File: src/rtl/fpu_sig_addsub_pipe.sv
// Pipelined significand adder/subtractor for the FPU add path.
// The result is always a magnitude; a swapped subtraction is flagged on out_neg.
module fpu_sig_addsub_pipe #(
  parameter int unsigned W     = 27,
  parameter int unsigned PIPE  = 1,
  parameter int unsigned TAG_W = 4
) (
  input  logic             clk,
  input  logic             rst_n,
  input  logic             in_valid,
  output logic             in_ready,
  input  logic [W-1:0]     in_a,
  input  logic [W-1:0]     in_b,
  input  logic             in_add,
  input  logic [TAG_W-1:0] in_tag,
  output logic             out_valid,
  input  logic             out_ready,
  output logic [W-1:0]     out_res,
  output logic             out_carry,
  output logic             out_neg,
  output logic             out_zero,
  output logic [TAG_W-1:0] out_tag
);

  if (PIPE != 1 && PIPE != 2) begin : g_bad_pipe
    $error("fpu_sig_addsub_pipe: PIPE must be 1 or 2");
  end
  if (W < 4 || W > 64) begin : g_bad_width
    $error("fpu_sig_addsub_pipe: W must be in 4..64");
  end

  typedef struct packed {
    logic [W-1:0]     res;
    logic             carry;
    logic             neg;
    logic             zero;
    logic [TAG_W-1:0] tag;
  } stage_t;

  localparam logic [W:0] One = (W+1)'(1);

  logic [W:0] sum;
  logic [W:0] diff_ab;
  logic [W:0] diff_ba;
  logic       a_ge_b;
  stage_t     s_new;

  // Carry out of a + ~b + 1 is set exactly when a >= b.
  always_comb begin
    sum     = {1'b0, in_a} + {1'b0, in_b};
    diff_ab = {1'b0, in_a} + {1'b0, ~in_b} + One;
    diff_ba = {1'b0, in_b} + {1'b0, ~in_a} + One;
    a_ge_b  = diff_ab[W];
    s_new     = '0;
    s_new.tag = in_tag;
    if (in_add) begin
      s_new.res   = sum[W-1:0];
      s_new.carry = sum[W];
    end else if (a_ge_b) begin
      s_new.res = diff_ab[W-1:0];
    end else begin
      s_new.res = diff_ba[W-1:0];
      s_new.neg = 1'b1;
    end
    s_new.zero = (s_new.res == '0) && !s_new.carry;
  end

  logic   v0_q, v0_d;
  logic   adv0;
  logic   accept;
  stage_t s0_q, s0_d;
  logic   v_out;
  stage_t s_out;

  assign accept   = in_valid && in_ready;
  assign in_ready = !v0_q || adv0;

  always_comb begin
    v0_d = v0_q;
    s0_d = s0_q;
    if (adv0) v0_d = 1'b0;
    if (accept) begin
      v0_d = 1'b1;
      s0_d = s_new;
    end
  end

  always_ff @(posedge clk or negedge rst_n) begin
    if (!rst_n) begin
      v0_q <= 1'b0;
      s0_q <= '0;
    end else begin
      v0_q <= v0_d;
      s0_q <= s0_d;
    end
  end

  if (PIPE == 2) begin : g_two
    logic   v1_q, v1_d;
    stage_t s1_q, s1_d;

    assign adv0 = !v1_q || out_ready;

    always_comb begin
      v1_d = v1_q;
      s1_d = s1_q;
      if (out_ready) v1_d = 1'b0;
      if (v0_q && adv0) begin
        v1_d = 1'b1;
        s1_d = s0_q;
      end
    end

    always_ff @(posedge clk or negedge rst_n) begin
      if (!rst_n) begin
        v1_q <= 1'b0;
        s1_q <= '0;
      end else begin
        v1_q <= v1_d;
        s1_q <= s1_d;
      end
    end

    assign v_out = v1_q;
    assign s_out = s1_q;
  end else begin : g_one
    assign adv0  = out_ready;
    assign v_out = v0_q;
    assign s_out = s0_q;
  end

  assign out_valid = v_out;
  assign out_res   = s_out.res;
  assign out_carry = s_out.carry;
  assign out_neg   = s_out.neg;
  assign out_zero  = s_out.zero;
  assign out_tag   = s_out.tag;

endmodule

File: config.mk
export PLATFORM = sky130hd
export DESIGN_NAME = fpu_sig_addsub_pipe
export DESIGN_NICKNAME = d
export VERILOG_FILES = /design/src/rtl/fpu_sig_addsub_pipe.sv
export SDC_FILE = /design/constraint.sdc
export NUM_CORES = 1
export LEC_CHECK = 0
export CAP_MARGIN = 10
export CORE_UTILIZATION = 50
export DETAILED_ROUTE_END_ITERATION = 16
export HOLD_SLACK_MARGIN = 0.03
export PLACE_DENSITY = 0.78
export SLEW_MARGIN = 20
export SYNTH_ARGS = -nofsm -noshare
export SYNTH_HDL_FRONTEND = slang
export SYNTH_SLANG_ARGS = --single-unit
File: constraint.sdc
create_clock -name clk -period 2 [get_ports clk]
set_clock_uncertainty 0.15 [all_clocks]
set_input_delay 0.2 -clock clk [delete_from_list [all_inputs] [get_ports clk]]
set_output_delay 0.2 -clock clk [all_outputs]
set_load 0.01 [all_outputs]
==> impl_metrics.yaml, run 1 <==
status:
  outcome: "aborted with a tool error"
  failed_stage: "5_1_grt"
  error: "[ERROR GRT-0116] Global routing finished with congestion. Check the congestion regions in the DRC Viewer."
cts:
  cts_buffers: 5
  cts_root_buffer: "clkbuf_16"
  htreeDepth: 2
  clock-sinks: 35
  clk_path_buf_depth: 2
  cts_hold_buf: 0
placement:
  dpl.hpwl_mm: 21.6
  gp_congestion: 1.03
  portBuffers: 98
yosys:
  syn-num-nets: 960
  synth_flop_cell: "dfrtp_1"
  yosys-top-cells-area: "ha_1, dfrtp_1, a21oi_1"
  synth.distinct_cells: 92
  synth_edf_count: 0
  async_flop_share_pct: 100
  syn_inst: 814
  yosys.area.top_type: "ha_1"
  avgSynthCellArea_um2: 7.64
  yosysWarnings: 0
  syn_area_um2: 6220
  synth.ff_latch_count: 35
  yosysTopAreaCellShare_pct: 16.1
  seq_area_frac_synth_pct: 14.1
die:
  die_y_um: 114
  io_pins: 99
  fp.dieW_um: 114
  std_cell_rows: 40
  initial_core_util_pct: 51.5
grt:
  grt_pass1_wl_mm: 76.3
  grt_use_total_pct: 77.6
  overflow: 112
  grt_pass1_vias: 12500
  grt_max_degree: 50
[Yosys cell counts (all sizes together) (6+ instances only)]
| cell type | count |
|---|---|
| clkbuf | 22 |
| xnor2 | 17 |
| ha | 80 |
| xor2 | 6 |
| a21oi | 70 |
| o21ai | 56 |
| nor4 | 8 |
| or4 | 7 |
| a2111oi | 7 |
| nand4 | 15 |
| nor2 | 59 |
| o311ai | 6 |
| o31ai | 10 |
| buf | 17 |
| mux2 | 18 |
| a221oi | 10 |
| a31oi | 13 |
| nand2b | 11 |
| o21bai | 9 |
| a211oi | 15 |
| and2 | 7 |
| nor2b | 11 |
| nand2 | 58 |
| o211ai | 15 |
| dfrtp | 35 |
| o21a | 9 |
| a21o | 22 |
| nand3 | 13 |
| or3 | 14 |
| nor3 | 14 |
| inv | 84 |
[repair_timing]
| item | CTS |
|---|---|
| endpoints found under the hold margin | 0 |
| resized for setup | 438 |
| pin swaps | 116 |
| setup buffers | 82 |
| setup endpoints to repair | 29 |
[metal layers]
| layer | GRT usage [%] | overflow |
|---|---|---|
| met3 | 56.5 | 2 |
| met2 | 97.7 | 63 |
| met4 | 84.1 | 45 |
| met1 | 76.9 | 2 |
| met5 | 17.6 | 0 |
[logic make-up after synthesis]
family | count (synthesis) | synth area share [%]
buffers and inverters | 124 | 8.21
AND/OR/NAND/NOR | 234 | 19.9
adder cells (fa/ha/maj) | 83 | 17.1
flip-flops | 35 | 14.1
AO/OA/AOI/OAI | 294 | 33.8
XOR/XNOR | 23 | 3.24
multiplexers | 21 | 3.74
[through the flow]
| step | std cells | TNS, ns | hold slack (ns) | instance area [um^2] | worst slack [ns] |
|---|---|---|---|---|---|
| 4_1_cts | 1433 | -25.48 | 0.195 | 11700 | -1.79 |
| 2_1_floorplan | 814 | -15.14 | -0.246 | 6730 | -1.39 |
| 3_5_place_dp | 1349 | -45.72 | 0.325 | 9980 | -2.33 |
| 3_3_place_gp | 1349 | -42.59 | 0.313 | 9980 | -2.29 |
==> run 2, diff against run 1 <==
--- a/config.mk
+++ b/config.mk
@@ -6,10 +6,9 @@
 export NUM_CORES = 1
 export LEC_CHECK = 0
 export CAP_MARGIN = 10
-export CORE_UTILIZATION = 50
+export CORE_UTILIZATION = 35
 export DETAILED_ROUTE_END_ITERATION = 16
-export HOLD_SLACK_MARGIN = 0.03
-export PLACE_DENSITY = 0.78
+export PLACE_DENSITY_LB_ADDON = 0.15
 export SLEW_MARGIN = 20
 export SYNTH_ARGS = -nofsm -noshare
 export SYNTH_HDL_FRONTEND = slang
==> impl_metrics.yaml, run 2 <==
status:
  outcome: "finished, violations left"
  failed_checks: "setup timing"
critical_path:
  critPathKind: "in -> reg"
  cp_data_arrival_time_ns: 3.64
  critPathCaptureType: "register"
  max_stage_delay_ns: 0.54
  cp-start-kind: "input port"
  reg2reg_from: "out_valid"
  path_delay_family: "compound AO/OA/AOI/OAI gates"
  r2r_end: "out_zero"
  slowest_stage: "or4_4"
  crit_required_ns: 2.06
  timing.critical_path.buf_inv: 5
  cp_max_fo: 3
  ff2ff_path_depth: 7
  crit_chain: "buf_8 -> buf_8 -> inv_12 -> ha_4 -> inv_2 -> fa_2 -> a21o_1 -> a221o_1 -> a22oi_4 -> buf_6 -> a211oi_4 -> o211ai_1 -> a21oi_1 -> o211ai_1 -> mux2i_1 -> or4_4 -> nor4_4 -> a21o_1"
  ff2ff_setup_slack_ns: -0.02
timing:
  worst_hold_slack_ns: 0.182
  hold_viol: 0
  rsz0062_at_grt: "yes"
  max_freq_ghz: 0.279
  setup_viol: 29
  slew-limit-headroom_pct: 65.7
  final.setup.tns_ns: -24.15
  report.final.slew_viol_count: 0
  timing.final.crit_period_ns: 3.58
  layout_setup_ws_ns: -1.58
  tightest_slew_ns: 0.506
  post-route-period-util_pct: 179
yosys:
  yosysMostFrequentCell: "inv_1"
  syn-num-nets: 960
  yosysTopAreaCellShare_pct: 16.1
  yosys.area.top_type: "ha_1"
  synth.ff_latch_count: 35
  async_flop_share_pct: 100
  yosysWarnings: 0
  synth_edf_count: 0
  yosys-top-cells-area: "ha_1, dfrtp_1, a21oi_1"
  syn_area_um2: 6220
  avgSynthCellArea_um2: 7.64
  syn_inst: 814
  seq_area_frac_synth_pct: 14.1
  synth.distinct_cells: 92
  synth_flop_cell: "dfrtp_1"
  netlist_top_cells_count: "inv_1, ha_1, a21oi_1"
grt:
  overflow: 0
  grt_pass1_wl_mm: 42.4
  grt_use_total_pct: 29.2
  grt_pass1_vias: 8253
  antenna_found_initial: 0
  grt_max_degree: 50
die:
  std_cell_rows: 48
  fp.dieArea_um2: 18300
  fp.dieW_um: 135
  die_y_um: 135
  core_area_um2: 17300
  initial_core_util_pct: 35.9
  io_pins: 99
power:
  clkPwrFrac_pct: 12.0
  power_uw: 6190
  vdd_drop_max_mv: 0.596
  switching_share_pct: 38.9
  p_leak_uw: 0.00574
  p_switching_uw: 2410
  power_frac_comb_pct: 72.0
  p_per_area_nw_per_um2: 490
  seqPwrFrac_pct: 16.0
  p_int_uw: 3780
route:
  drc_errors: 0
  drt_iter0_markers: 527
  avgViaCountPerCell: 5.48
  ant_nets: 0
  finalWirelength_mm: 27.9
  dr.pass1.iters: 6
  routed-via-count: 8436
  wl_per_cell_um: 18.1
final_layout:
  multiInputGateArea_um2: 6640
  antenna_cells: 0
  design_area_um2: 12600
  largest_reg_flops: 27
  final_layout_size_suffix_gt1_share_pct: 59.5
  seq_area_um2: 876
  nets: 1460
  mostFrequentLayoutCell: "buf_4"
  final_cell_mix: "buf_4, buf_6, nor2_1, a21oi_1"
  fillCellCount: 1293
  syn2layout_area_growth_pct: 103
min_path:
  hold_path_class: "in -> async"
job:
  cap_violations: 0
cts:
  clk_latency_ns: 0.27
  clk_path_buf_depth: 2
  htreeDepth: 2
  cts_tree: "built"
  cts_buffers: 5
  cts_root_buffer: "clkbuf_16"
  path_clk_slew_ns: 0.05
  clock-sinks: 35
placement:
  gp_congestion: 0.951
  placed_cell_area_um2: 10300
  portBuffers: 98
  dpl_worst_slack_ns: -2.42
  dpl.hpwl_mm: 20.8
==> run 2: cell counts after synthesis <==
No cell type changed its count.
==> run 2: cell families (layout without fill, tap and decap cells) <==
group / Yosys count / after routing / share of synthesized area [%]
AO/OA/AOI/OAI: 294 / 294 / 33.8
buffers and inverters: 124 / 624 / 8.21
flip-flops: 35 / 35 / 14.1
XOR/XNOR: 23 / 23 / 3.24
adder cells (fa/ha/maj): 83 / 83 / 17.1
multiplexers: 21 / 21 / 3.74
AND/OR/NAND/NOR: 234 / 234 / 19.9
==> run 2: metal layers <==
metal | routed length, um | share of wire (%) | GRT usage [%] | vias up
met5 | 0 | 0 | 0 | -
li1 | - | - | - | 3983
met2 | 13300 | 48 | 49.6 | 336
met1 | 12200 | 44 | 38.8 | 4050
met3 | 1510 | 5.4 | 2.92 | 67
met4 | 915 | 3.3 | 8.61 | 0
==> run 2: worst register-to-register path: cells and delay by family, from the launching register on <==
| family | cells | cell delay, ns |
|---|---|---|
| flip-flops | 1 | 0.38 |
| AND/OR/NAND/NOR | 6 | 1.31 |
| AO/OA/AOI/OAI | 1 | 0.11 |
==> run 2: through the flow <==
stage | instances | utilization, %
6_report | 1539 | 73.1
5_1_grt | 1539 | 73.1
4_1_cts | 1504 | 69.4
3_5_place_dp | 1433 | 59.4
3_3_place_gp | 1433 | 59.4
2_1_floorplan | 814 | -
==> run 2: timing repair <==
action,in CTS,in global routing
hold buffers,0,0
buffers inserted,68,43
endpoints found under the setup margin,29,29
gates resized for setup,394,147
pin swaps,96,69
cloned,0,0
==> run 2: worst max-delay path by stage <==
stage	start	to	slack [ns]	cells past startpoint
after floorplan	in_b[0]	out_zero	-1.39	15
after global placement	in_b[0]	out_zero	-2.36	16
after detailed placement	in_b[0]	out_zero	-2.42	16
after CTS	in_b[0]	out_zero	-1.62	16
after global routing	in_b[0]	out_zero	-1.71	18
final	in_b[0]	out_zero	-1.58	18
==> run 2: power groups by stage <==
stage	Sequential (uW)	Clock [uW]	Combinational (uW)
after floorplan	1070	0	1550
after global placement	988	0	3460
after detailed placement	999	0	3480
after CTS	991	756	4090
after global routing	1010	789	4740
final	991	746	4460
==> run 2: cell type report <==
cell class	count	area share, %
Multi-Input combinational cell	655	52.6
Clock inverter	1	0.0396
Sequential cell	35	6.93
Timing Repair Buffer	532	34.4
Clock buffer	6	1.10
Tap cell	225	2.23
Inverter	85	2.77
Note: power is estimated with default switching activity, not from simulation.
==> run 3, diff against run 2 <==
--- a/config.mk
+++ b/config.mk
@@ -9,7 +9,7 @@
 export CORE_UTILIZATION = 35
 export DETAILED_ROUTE_END_ITERATION = 16
 export PLACE_DENSITY_LB_ADDON = 0.15
-export SLEW_MARGIN = 20
+export SLEW_MARGIN = 25
 export SYNTH_ARGS = -nofsm -noshare
 export SYNTH_HDL_FRONTEND = slang
 export SYNTH_SLANG_ARGS = --single-unit
==> results of run 3 <==
Same layout as run 2: the final DEF is identical, and so are final timing and power.
==> patch (flow settings as in run 2) <==
Make the reset (`rst_n`) synchronous in 2 clocked blocks.
--- a/src/rtl/fpu_sig_addsub_pipe.sv
+++ b/src/rtl/fpu_sig_addsub_pipe.sv
@@ -85,7 +85,7 @@
     end
   end
 
-  always_ff @(posedge clk or negedge rst_n) begin
+  always_ff @(posedge clk) begin
     if (!rst_n) begin
       v0_q <= 1'b0;
       s0_q <= '0;
@@ -111,7 +111,7 @@
       end
     end
 
-    always_ff @(posedge clk or negedge rst_n) begin
+    always_ff @(posedge clk) begin
       if (!rst_n) begin
         v1_q <= 1'b0;
         s1_q <= '0;
Formal check against the unedited RTL: differs if rst_n is asserted again (counterexample within 4 cycles, from zero or initial values and one cycle with rst_n low); with rst_n held inactive, the same outputs for 10 cycles.
==> patch against run 2 <==
- the run still ends with setup timing left
- sequential power decreased by 19%
- design area shrank 5.2%
- area after synthesis shrank 4.3%
- cell count decreased by 1.7%
- global-route usage fell by 1.5 points
- power fell by 11%
- sequential cell count unchanged
- wire length is 6.6% lower
- sequential share of layout area decreased by 1.1 points
- worst setup slack improved by 0.12 ns
- critical path type unchanged
- largest power group unchanged
==> patch: results (changes against run 2) <==
| Stage | Item | This run | vs run 2 |
| --- | --- | --- | --- |
| setup path | Slack of the worst reg-to-reg path | 0.42 ns | was -0.02 ns |
| cells and area | Fill cell total of the finished layout | 1237 | was 1293 |
| setup path | Number of cell instances on the worst register-to-register path | 6 | was 7 |
| synth | Count of unique library cells instantiated by Yosys | 78 | was 92 |
| placed design | Final weighted congestion of routability-driven global placement | 0.943 | was 0.951 |
| setup path | Startpoint of the worst register-to-register path | out_valid | unchanged |
| setup path | Delay of the slowest critical-path stage | 0.42 ns | was 0.54 ns |
| cells and area | Nets@finish | 1439 | was 1460 |
| synth | Nets in the synthesized netlist | 1000 | was 960 |
| run status | Failing checks | setup timing | unchanged |
| run status | Result of the run | finished, violations left | unchanged |
| global route | Pin count of the biggest net entering global routing | 36 | was 50 |
| routing | Count of antenna-violating nets left after detailed routing | 0 | unchanged |
| synth | Primary FF master, synth | dfxtp_1 | was dfrtp_1 |
| synth | Most area-consuming cells after synthesis | ha_1, dfxtp_1, a21oi_1 | was ha_1, dfrtp_1, a21oi_1 |
| synth | Proportion of synthesized flip-flops having asynchronous set or reset | 0% | was 100% |
| placed design | Post-DP Area | 9600 sq um | was 10300 sq um |
| sta | Actual transition at the worst max-transition pin | 0.506 ns | about the same |
| sta | Final setup vio count | 29 | unchanged |
| setup path | Worst Path Arrival | 3.50 ns | was 3.64 ns |
| routing | Wire per inst | 17.2 um | was 18.1 um |
| sta | Worst Setup Slack, final | -1.46 ns | was -1.58 ns |
| synth | Top post-synthesis cells by count | inv_1, nand2_1, ha_1 | was inv_1, ha_1, a21oi_1 |
| setup path | End of the worst register-to-register path | out_res[11] | was out_zero |
| routing | Number of DRC markers after the initial detailed-route iteration | 618 | was 527 |
| power | Static leakage | 5.30 nW | was 5.74 nW |
| cts | CTS HTree Levels | 2 | unchanged |
| routing | Total via count in the routed design | 8238 | was 8436 |
| cells and area | Area growth, synth to finish | 101% | was 103% |
| global route | Number of global-route vias before repair | 7825 | was 8253 |
| placed design | Post-DP HPWL | 18600 um | was 20800 um |
| min path | Endpoint with the worst hold slack | out_res[23] |  |
| routing | First-pass DRT Iterations | 7 | was 6 |
| setup path | Critical-path cell with the highest stage delay | or3_4 | was or4_4 |
| cells and area | Share of cells above drive strength 1 | 54.4% | was 59.5% |
| synth | Post-synthesis sequential area ratio | 11.8% | was 14.1% |
| power | Max VDD drop | 0.499 mV | was 0.596 mV |
| global route | Global-route wire length before repair | 39700 um | was 42400 um |
| min path | Worst hold-check path type | reg2reg | was in2async |
| global route | GRT Total Usage | 27.7% | was 29.2% |
| sta | Sum Neg Setup Slack | -22.84 ns | was -24.15 ns |
patch: how the worst max path moves through the flow:
| stage | startpoint | endpoint | slack (ns) | cells after the start |
|---|---|---|---|---|
| 6_report | in_b[0] | out_zero | -1.46 | 17 |
| 2_1_floorplan | in_b[12] | out_zero | -1.0 | 13 |
| 3_3_place_gp | in_a[1] | out_zero | -1.98 | 15 |
| 4_1_cts | in_b[0] | out_zero | -1.30 | 18 |
| 5_1_grt | in_b[0] | out_zero | -1.57 | 18 |
| 3_5_place_dp | in_b[0] | out_zero | -2.07 | 17 |
patch: area by class of cell:
type	count	area [sq um]	area share, %
Inverter	87	368	3.07
Sequential cell	35	701	5.85
Clock buffer	6	139	1.16
Multi-Input combinational cell	685	6500	54.3
Timing Repair Buffer	479	3990	33.3
Tap cell	220	275	2.30
Clock inverter	1	5.00	0.0418
patch: logic make-up after synthesis:
| kind of cell | after synthesis | share of synthesized area [%] |
|---|---|---|
| flip-flops | 35 | 11.8 |
| AND/OR/NAND/NOR | 274 | 22.3 |
| AO/OA/AOI/OAI | 304 | 35.3 |
| adder cells (fa/ha/maj) | 83 | 17.8 |
| buffers and inverters | 136 | 9.40 |
| multiplexers | 6 | 1.05 |
| XOR/XNOR | 16 | 2.36 |
patch: timing repair:
| action | in CTS | in global routing |
|---|---|---|
| pin swaps | 159 | 53 |
| setup endpoints to repair | 29 | 29 |
| gates cloned | 3 | 0 |
| buffers inserted | 68 | 18 |
| gates resized for setup | 479 | 105 |
patch: power breakdown:
part | total, mW | leakage, nW | internal [mW] | switching (mW)
sequential | 0.803 | 0.289 | 0.767 | 0.0367
clock | 0.742 | 0.0727 | 0.485 | 0.257
combinational | 3.98 | 4.94 | 2.06 | 1.92
patch: stage by stage:
step,instances,hold WS (ns),worst slack (ns),total power [mW]
after floorplan,854,0.189,-1.00,2.23
after CTS,1500,0.304,-1.30,5.15
after global routing,1513,0.325,-1.57,5.80
after detailed placement,1435,0.300,-2.07,3.70
final,1513,0.306,-1.46,5.52
after global placement,1435,0.295,-1.98,3.68
patch: critical path: cells and delay by family:
family	cells	cell delay (ns)
compound gates	7	1.80
fa+ha+maj	2	0.52
buf+inv	5	0.39
simple gates	3	0.58
patch: routing by layer:
metal  global-route usage, %  wire length (um)
met5                       0                 0
met4                    6.45               739
met3                    3.58              1830
met2                    45.3             11900
met1                    38.3             11600
